--- src/rtl/lidar_pkg.sv ---
// ============================================================================
// lidar_pkg : shared widths and FSM encoding for the laser-spot centroid path
// Rev 1.0
// ============================================================================
`default_nettype none

package lidar_pkg;

    localparam int PIX_W  = 8;
    localparam int N_PIX  = 2048;
    localparam int IDX_W  = 12;
    localparam int FRAC_W = 4;

    typedef enum logic [1:0] {
        IDLE   = 2'd0,
        ACCUM  = 2'd1,
        DIVIDE = 2'd2,
        OUTPUT = 2'd3
    } state_t;

endpackage

`default_nettype wire

--- src/rtl/seq_divider.sv ---
// ============================================================================
// seq_divider : unsigned restoring divider, one quotient bit per cycle
// Rev 1.0
// ============================================================================
`default_nettype none

module seq_divider #(
    parameter int DVD_W = 36,
    parameter int DVS_W = 20,
    parameter int Q_W   = 16
) (
    input  logic             clk,
    input  logic             rst,
    input  logic             i_start,
    input  logic             i_abort,
    input  logic [DVD_W-1:0] i_dividend,
    input  logic [DVS_W-1:0] i_divisor,
    output logic             o_busy,
    output logic             o_done,
    output logic [Q_W-1:0]   o_quotient
);

    localparam int CNT_W = $clog2(Q_W + 1);

    logic [DVS_W-1:0] r_rem;
    logic [Q_W-1:0]   r_q;
    logic [CNT_W-1:0] r_cnt;
    logic             r_busy;
    logic             r_done;

    logic [DVS_W-1:0] w_rem_src;
    logic [DVS_W-1:0] w_rem_nxt;
    logic [Q_W-1:0]   w_q_src;
    logic [Q_W-1:0]   w_q_nxt;
    logic [DVS_W:0]   w_shift;
    logic [DVS_W:0]   w_diff;

    // The caller guarantees the quotient fits Q_W bits, so the dividend bits
    // above Q_W already form a partial remainder smaller than the divisor.
    // The first iteration runs in the start cycle itself.
    assign w_rem_src = i_start ? DVS_W'(i_dividend[DVD_W-1:Q_W]) : r_rem;
    assign w_q_src   = i_start ? i_dividend[Q_W-1:0] : r_q;
    assign w_shift   = {w_rem_src, w_q_src[Q_W-1]};
    assign w_diff    = w_shift - {1'b0, i_divisor};
    assign w_rem_nxt = w_diff[DVS_W] ? w_shift[DVS_W-1:0] : w_diff[DVS_W-1:0];
    assign w_q_nxt   = {w_q_src[Q_W-2:0], ~w_diff[DVS_W]};

    always_ff @(posedge clk or posedge rst) begin
        if (rst) begin
            r_rem  <= '0;
            r_q    <= '0;
            r_cnt  <= '0;
            r_busy <= 1'b0;
            r_done <= 1'b0;
        end else if (i_abort) begin
            r_busy <= 1'b0;
            r_done <= 1'b0;
        end else if (i_start) begin
            r_rem  <= w_rem_nxt;
            r_q    <= w_q_nxt;
            r_cnt  <= CNT_W'(Q_W - 1);
            r_busy <= 1'b1;
            r_done <= 1'b0;
        end else if (r_busy) begin
            r_rem <= w_rem_nxt;
            r_q   <= w_q_nxt;
            r_cnt <= r_cnt - 1'b1;
            if (r_cnt == CNT_W'(1)) begin
                r_busy <= 1'b0;
                r_done <= 1'b1;
            end
        end else begin
            r_done <= 1'b0;
        end
    end

    assign o_busy     = r_busy;
    assign o_done     = r_done;
    assign o_quotient = r_q;

endmodule

`default_nettype wire

--- src/rtl/ccd_spot_centroid.sv ---
// ============================================================================
// ccd_spot_centroid : thresholded peak and sub-pixel centroid of a line scan
// Rev 1.0
// ============================================================================
`default_nettype none

module ccd_spot_centroid
    import lidar_pkg::*;
#(
    parameter int PIX_W  = lidar_pkg::PIX_W,
    parameter int N_PIX  = lidar_pkg::N_PIX,
    parameter int IDX_W  = lidar_pkg::IDX_W,
    parameter int FRAC_W = lidar_pkg::FRAC_W
) (
    input  logic                    clk,
    input  logic                    rst,
    input  logic                    frame_start,
    input  logic                    pix_valid,
    input  logic [PIX_W-1:0]        pix_data,
    input  logic [PIX_W-1:0]        threshold,
    output logic                    res_valid,
    input  logic                    res_ready,
    output logic [IDX_W+FRAC_W-1:0] res_pos,
    output logic [PIX_W-1:0]        res_peak,
    output logic [IDX_W-1:0]        res_peak_idx,
    output logic                    res_no_spot,
    output logic                    overrun
);

    localparam int SW_W  = PIX_W + IDX_W;
    localparam int SIW_W = PIX_W + 2 * IDX_W;
    localparam int POS_W = IDX_W + FRAC_W;
    localparam logic [IDX_W-1:0] C_LAST_IDX = IDX_W'(N_PIX - 1);

    state_t           r_state;
    logic [PIX_W-1:0] r_thr;
    logic [IDX_W-1:0] r_idx;
    logic [SW_W-1:0]  r_sum_w;
    logic [SIW_W-1:0] r_sum_iw;
    logic [PIX_W-1:0] r_peak;
    logic [IDX_W-1:0] r_peak_idx;
    logic             r_frame_done;
    logic             r_res_valid;
    logic [POS_W-1:0] r_res_pos;
    logic [PIX_W-1:0] r_res_peak;
    logic [IDX_W-1:0] r_res_peak_idx;
    logic             r_res_no_spot;
    logic             r_overrun;

    logic [PIX_W-1:0] w_wt;
    logic [SW_W-1:0]  w_iw;
    logic             w_accept;
    logic             w_handshake;
    logic             w_div_start;
    logic             w_div_busy;
    logic             w_div_done;
    logic [POS_W-1:0] w_quot;

    assign w_wt        = (pix_data > r_thr) ? pix_data - r_thr : '0;
    assign w_iw        = {{PIX_W{1'b0}}, r_idx} * {{IDX_W{1'b0}}, w_wt};
    assign w_accept    = (r_state == ACCUM) && !r_frame_done && pix_valid && !frame_start;
    assign w_handshake = r_res_valid && res_ready;
    // Sums settle one cycle after the last pixel; division starts from there.
    assign w_div_start = (r_state == ACCUM) && r_frame_done && !frame_start && (r_sum_w != '0);

    seq_divider #(
        .DVD_W (SIW_W + FRAC_W),
        .DVS_W (SW_W),
        .Q_W   (POS_W)
    ) u_div (
        .clk        (clk),
        .rst        (rst),
        .i_start    (w_div_start),
        .i_abort    (frame_start),
        .i_dividend ({r_sum_iw, {FRAC_W{1'b0}}}),
        .i_divisor  (r_sum_w),
        .o_busy     (w_div_busy),
        .o_done     (w_div_done),
        .o_quotient (w_quot)
    );

    always_ff @(posedge clk or posedge rst) begin
        if (rst) begin
            r_state        <= IDLE;
            r_thr          <= '0;
            r_idx          <= '0;
            r_sum_w        <= '0;
            r_sum_iw       <= '0;
            r_peak         <= '0;
            r_peak_idx     <= '0;
            r_frame_done   <= 1'b0;
            r_res_valid    <= 1'b0;
            r_res_pos      <= '0;
            r_res_peak     <= '0;
            r_res_peak_idx <= '0;
            r_res_no_spot  <= 1'b0;
            r_overrun      <= 1'b0;
        end else if (frame_start) begin
            if ((r_state == OUTPUT) && !w_handshake) begin
                r_overrun <= 1'b1;
            end
            r_state      <= ACCUM;
            r_thr        <= threshold;
            r_idx        <= '0;
            r_sum_w      <= '0;
            r_sum_iw     <= '0;
            r_peak       <= '0;
            r_peak_idx   <= '0;
            r_frame_done <= 1'b0;
            r_res_valid  <= 1'b0;
        end else begin
            case (r_state)
                ACCUM: begin
                    if (w_accept) begin
                        r_sum_w  <= r_sum_w + SW_W'(w_wt);
                        r_sum_iw <= r_sum_iw + SIW_W'(w_iw);
                        if (pix_data > r_peak) begin
                            r_peak     <= pix_data;
                            r_peak_idx <= r_idx;
                        end
                        if (r_idx == C_LAST_IDX) begin
                            r_frame_done <= 1'b1;
                        end else begin
                            r_idx <= r_idx + 1'b1;
                        end
                    end else if (r_frame_done) begin
                        r_frame_done <= 1'b0;
                        if (r_sum_w == '0) begin
                            r_state        <= OUTPUT;
                            r_res_valid    <= 1'b1;
                            r_res_pos      <= '0;
                            r_res_no_spot  <= 1'b1;
                            r_res_peak     <= r_peak;
                            r_res_peak_idx <= r_peak_idx;
                        end else begin
                            r_state <= DIVIDE;
                        end
                    end
                end
                DIVIDE: begin
                    if (w_div_done) begin
                        r_state        <= OUTPUT;
                        r_res_valid    <= 1'b1;
                        r_res_pos      <= w_quot;
                        r_res_no_spot  <= 1'b0;
                        r_res_peak     <= r_peak;
                        r_res_peak_idx <= r_peak_idx;
                    end else if (!w_div_busy) begin
                        r_state <= IDLE;
                    end
                end
                OUTPUT: begin
                    if (w_handshake) begin
                        r_state     <= IDLE;
                        r_res_valid <= 1'b0;
                    end
                end
                default: begin
                    r_state <= IDLE;
                end
            endcase
        end
    end

    assign res_valid    = r_res_valid;
    assign res_pos      = r_res_pos;
    assign res_peak     = r_res_peak;
    assign res_peak_idx = r_res_peak_idx;
    assign res_no_spot  = r_res_no_spot;
    assign overrun      = r_overrun;

endmodule

`default_nettype wire

--- config.mk ---
export PLATFORM = sky130hd
export DESIGN_NAME = ccd_spot_centroid
export DESIGN_NICKNAME = d
export VERILOG_FILES = /design/src/rtl/lidar_pkg.sv /design/src/rtl/seq_divider.sv /design/src/rtl/ccd_spot_centroid.sv
export SDC_FILE = /design/constraint.sdc
export NUM_CORES = 1
export LEC_CHECK = 0
export BUFFER_PORTS_ARGS = -buffer_cell sky130_fd_sc_hd__clkbuf_2
export CORE_UTILIZATION = 50
export CTS_BUF_LIST = sky130_fd_sc_hd__clkbuf_4
export CTS_CLUSTER_DIAMETER = 200
export DETAILED_ROUTE_END_ITERATION = 10
export PLACE_DENSITY = 0.69
export SYNTH_ARGS = -nofsm -noshare
export SYNTH_HDL_FRONTEND = slang
export SYNTH_HIERARCHICAL = 1
export SYNTH_SLANG_ARGS = --single-unit
--- constraint.sdc ---
create_clock -name clk -period 8.7 [get_ports clk]
set_clock_uncertainty 0.1 [all_clocks]
set_input_delay 1.74 -clock clk [delete_from_list [all_inputs] [get_ports clk]]
set_output_delay 1.74 -clock clk [all_outputs]
set_load 0.05 [all_outputs]
# == After elaboration in Yosys (flattened, before gate mapping) ==
# Index checks and enable logic that the tools add are counted.
# totals
register_bits,177
output_inout_bits,39
input_bits,21
# op_classes
n_mux,72
bitwise,2
reduce_logical,28
n_eq_ne,18
magnitude_cmp,2
add_sub_neg,6
multipliers,1
# ops
operator,n
2-to-1 mux 12 bit,12
2-to-1 mux 20 bit,7
2-to-1 mux 16 bit,7
2-to-1 mux 32 bit,3
2-to-1 mux 8 bit,9
adder 32 x 20 -> 32 bit,1
case mux 16 bit (2 select lines),1
case mux 12 bit (2 select lines),1
subtractor 21 x 20 -> 21 bit,1
adder 20 x 8 -> 20 bit,1
zero test 20 bit,1
multiplier 12 x 8 -> 20 bit,1
2-to-1 mux 1 bit,20
nonzero test 20 bit,1
greater-than comparator 8 bit,2
case mux 8 bit (2 select lines),1
adder 12 x 1 -> 12 bit (second input constant),1
equality test 12 x 11 -> 1 bit (second input constant),1
2-to-1 mux 2 bit,6
AND reduction 6 bit,2
2-to-1 mux 5 bit,2
nonzero test 2 bit,5
inequality test 3 x 2 -> 1 bit (second input constant),3
inequality test 3 bit (second input constant),3
other kinds (19),37

# == Depth between registers and ports, before layout ==
# logic_depth
word_depth,9
ltp_mapped,26

# == Modules after synthesis ==
# The synthesis kept the hierarchy.
# modules_own_cells
mod,n_inst,cells_each,area_per_inst_um2
ccd_spot_centroid,1,1222,10919.2
seq_divider,1,397,3440.8

# == Worst setup path after synthesis ==
# Ideal clock, no wire load.
# synth_timing
path_kind,input to register
start,in pix_data[0]
end,reg r_sum_iw[25]
path_buffers,2
path_stages,24
path_slack_ns,1.147
t_arrival_ns,7.329
cell_sequence,inv_1 ha_1 fa_1 nor2b_1 o21ai_1 a21boi_1 o21ai_0 a2111oi_2 buf_4 and2_1 fa_1 fa_1 fa_1 inv_1 fa_1 inv_1 ha_1 buf_2 nand3_1 nor3_1 nand3b_1 a21bo_2 a211oi_1 mux2_2
# synth_between
elab_chain_cells,7
word_cells_on_any_way,8
classes_between,add/sub (2); mul (1); order compare (1); mux (4)
# synth_lines
element,line,source
"start, declared",ccd_spot_centroid.sv:19,"input logic [PIX_W-1:0] pix_data,"
subtractor 8 bit or greater-than comparator 8 bit (tied branches),ccd_spot_centroid.sv:59,assign w_wt = (pix_data > r_thr) ? pix_data - r_thr : '0;
2-to-1 mux 8 bit *,ccd_spot_centroid.sv:59,
multiplier 12 x 8 -> 20 bit *,ccd_spot_centroid.sv:60,"assign w_iw = {{PIX_W{1'b0}}, r_idx} * {{IDX_W{1'b0}}, w_wt};"
adder 32 x 20 -> 32 bit *,ccd_spot_centroid.sv:116,r_sum_iw <= r_sum_iw + SIW_W'(w_iw);
2-to-1 mux 32 bit *,ccd_spot_centroid.sv:114,if (w_accept) begin
2-to-1 mux 32 bit *,ccd_spot_centroid.sv:112,case (r_state)
2-to-1 mux 32 bit *,ccd_spot_centroid.sv:98,end else if (frame_start) begin
"end signal, assigned",ccd_spot_centroid.sv:116,
"end, declared",ccd_spot_centroid.sv:39,logic [SIW_W-1:0] r_sum_iw;
# Mark *: on every way between the ends. The rest lies on a longest branch, timed or not. The select of a mux whose other input is x is not followed.
# A chain may end at the register's enable or synchronous reset.

# == Worst setup path after layout ==
# layout_timing
start,in pix_data[0]
end,reg r_sum_iw[28]
# The elaborated chain is that of the path after synthesis.

==> results.toml <==
[outcome]
status = "finished clean"

[clock_network]
htree_levels = 4
cts_hold_buf = 0
cts_buffer_depth = 2
cts_resized = 0
cts_root_buf = "clkbuf_4"
clkLatencyLatePin_ns = 0.62
postCtsSetupRepairBufs = 0
clk_pin_slew_worst_paths_ns = 0.17
cts_tree = "done"
cts_num_sinks = 177
numCtsBuffers = 17

[synth]
ys_async_sr_fraction = 1.000
synthMuxAreaShare = 0.06439
synth_edf_count = 0
synth_ff_type = "dfrtp_1"
synth_top_area_frac = 0.3084
synthesis.area_sq_um = 14360
postSynthCellCount = 1619
yosys.area_share.simple = 0.1707
synth_cell_type_count = 93
synth_top_family_by_area = "adder cells"
synth_area_leaders = "dfrtp_1 (31%), fa_1 (11%), ha_1 (8.4%)"
avgSynthCellArea_sq_um = 8.870
synth_fa_ha_area_frac = 0.1966
synth_compound_gate_area_share = 0.1444
yosysTopAreaCell = "dfrtp_1"
ys_seq_area_frac = 0.3084
synth-seq-cells = 177
synth_xor_area_frac = 0.03233
synth.yosys.warnings = 6

[power]
pwr-share-comb = 0.428
cellPowerDensity_nw_per_um2 = 168.5
p_sw_uw = 1162
swShare = 0.4533
pwr-share-clk = 0.205
power.leakage_uw = 0.007193
seqPwrFrac = 0.368
peakVddDrop_mv = 0.1242
p_int_uw = 1402

[floorplanning]
core_area_sq_um = 28010
die_y_microns = 171.5
num_rows = 61
start_util = 0.5127
die_w_microns = 171.5
pin_count = 60
die_area_sq_um = 29400

[detailed_routing]
firstDrtPassIters = 5
drt_iter0_drc = 943
remaining_drc_errors = 0
wl_met3_microns = 1565
wl_per_cell_microns = 16.88
vias = 11430
wl_met2_microns = 15970
ant_nets = 0
top_layer = "met5"
via_per_inst = 5.617
wl_met1_microns = 15520
drt_wl_total_microns = 34350

[grt]
grt_max_degree = 75
grt_pass1_wl_microns = 57100
gr-total-overflow = 0
grt.total_usage = 0.2479
antenna_found_initial = 2
grt_pass1_vias = 11330

[worst_hold_path]
hold_depth = 2
hold_end = "res_peak[6]"
hold_class = "reg -> reg"
hp-start = "res_peak[6]"

[timing]
fmax_mhz = 127.7
worst_pin_slew_ns = 1.090
fin_ws_ns = 0.8692
timing.final.crit_share = 0.9001
setup_viol = 0
max_slew_margin = 0.2736
setup_tns_ns = 0
period_needed_ns = 7.831
slew_viol_final = 0
rsz0062_at_grt = "no"
finalHoldViolCount = 0

[critical_path]
r2r_cells = 21
rrSetupSlack_ns = 1.70
critPathLaunchType = "input pin"
critPathMaxFanout = 27
r2r_start = "r_thr[2]"
crit_arrival_ns = 8.22
path_class = "in -> reg"
endpoint_kind = "register"
cp.required_ns = 9.09
r2r-end = "r_sum_iw[28]"

[place]
dp_hpwl_microns = 25500
post-place-ws_ns = 0.3647
gp_congestion = 0.9086
port_buffers = 59
postPlaceCellArea_sq_um = 14890

[finish]
final_layout_size_suffix_gt1_frac = 0.1135
synthToLayoutAreaGrowth_pct = 5.977
final_cell_area_sq_um = 15220
fin_nets = 1841

[job]
drv_cap = 0
==> registers in the layout, summed over array words and instances, names as in the netlist, 2 cells and up <==
name	cells
r_idx	12
r_peak	8
r_peak_idx	12
r_state	2
r_sum_iw	32
r_sum_w	20
r_thr	8
res_peak	8
res_peak_idx	12
res_pos	16
u_div/o_quotient	16
u_div/r_cnt	5
u_div/r_rem	20
==> worst max-delay path, stage by stage <==
cell,delay [ns]
clkbuf_2,0.09
inv_1,0.07
ha_1,0.18
fa_1,0.21
nor2b_1,0.06
o21ai_1,0.16
a21boi_1,0.13
o31ai_2,0.47
a21o_1,0.69
buf_4,0.32
nor3_1,0.08
fa_1,0.49
fa_1,0.54
inv_1,0.06
fa_1,0.51
fa_1,0.55
inv_1,0.04
ha_1,0.39
a21oi_1,0.10
o21ai_0,0.36
a311oi_2,0.24
o32ai_1,0.39
mux2_1,0.35
==> layout make-up <==
class,count,area (sq um)
timing repair buffer,81,462.9
clock buffer,17,127.6
multi-input combinational,1169,8778
antenna,1,2.502
clock inverter,15,200.2
tap,378,473.0
inverter,197,744.5
fill,2616,12790
sequential,177,4429
==> power by group through the flow <==
| stage | registers, uW | logic (uW) | clock network, uW |
|---|---|---|---|
| after detailed placement | 959 | 1080 | 0 |
| after CTS | 944 | 1090 | 539 |
| after floorplan | 1030 | 770 | 0 |
| after global placement | 957 | 1070 | 0 |
| final | 943 | 1100 | 525 |
| after global routing | 953 | 1210 | 573 |
==> per-stage QoR <==
step	util	instances	hold slack, ns	total power [uW]
floorplan	-	1622	0.3517	1803
global placement	0.5315	2002	0.3600	2029
detailed placement	0.5315	2002	0.3683	2043
CTS	0.5432	2034	0.4085	2573
global route	0.5433	2035	0.4294	2733
finish	0.5433	2035	0.3994	2564
==> Yosys cell counts (4+ instances only) <==
cell type and n:
a211oi_1 18, a21o_1 19, a21oi_1 78, a2bb2oi_1 4, a31oi_1 5, and2_1 24
and3_1 13, and4_1 4, buf_1 7, buf_2 18, buf_6 6, clkbuf_1 35
clkbuf_2 4, dfrtp_1 177, fa_1 81, ha_1 96, inv_1 197, mux2_1 13
mux2_2 34, mux2i_1 38, nand2_1 234, nand2b_1 5, nand3_1 34, nand4_1 12
nor2_1 95, nor2b_1 18, nor3_1 52, nor4_1 8, o211ai_1 7, o21a_1 6
o21ai_0 75, o21ai_1 30, o21bai_1 5, o22ai_1 4, o31ai_1 10, or3_1 5
or4_1 4, xnor2_1 36, xor2_1 17
==> worst max-delay path by stage <==
| stage | depth (start not counted) | start | endpoint | slack, ns |
|---|---|---|---|---|
| final | 23 | pix_data[0] | r_sum_iw[28] | 0.87 |
| after global placement | 23 | pix_data[0] | r_sum_iw[31] | 0.52 |
| after global routing | 24 | pix_data[0] | r_sum_iw[31] | 0.56 |
| after detailed placement | 23 | pix_data[0] | r_sum_iw[28] | 0.36 |
| after CTS | 23 | pix_data[0] | r_sum_iw[28] | 0.99 |
| after floorplan | 24 | pix_data[0] | r_sum_iw[25] | 1.15 |
==> metal layers <==
layer  up-vias  track usage
met5         -            0
met4         2       0.1060
li1       5504            -
met2       294       0.4093
met3        76      0.03405
met1      5555       0.3254
==> placed cells by master (no fill, tap or decap), types with 36 or more instances in the layout <==
cell      instances
nand2_1         234
inv_1           194
dfrtp_1         177
ha_1             96
nor2_1           95
fa_1             81
a21oi_1          78
o21ai_0          75
clkbuf_2         58
nor3_1           51
mux2i_1          38
xnor2_1          36
==> logic make-up after synthesis <==
kind of cell / count (synthesis)
AOI/OAI and AO/OA: 319
xor gates and xnor gates: 53
adders and majority gates: 177
buffers and inverters: 276
DFF: 177
muxes: 86
other: 1
and+or+nand+nor: 530
Power figures use the tool's default switching activity.
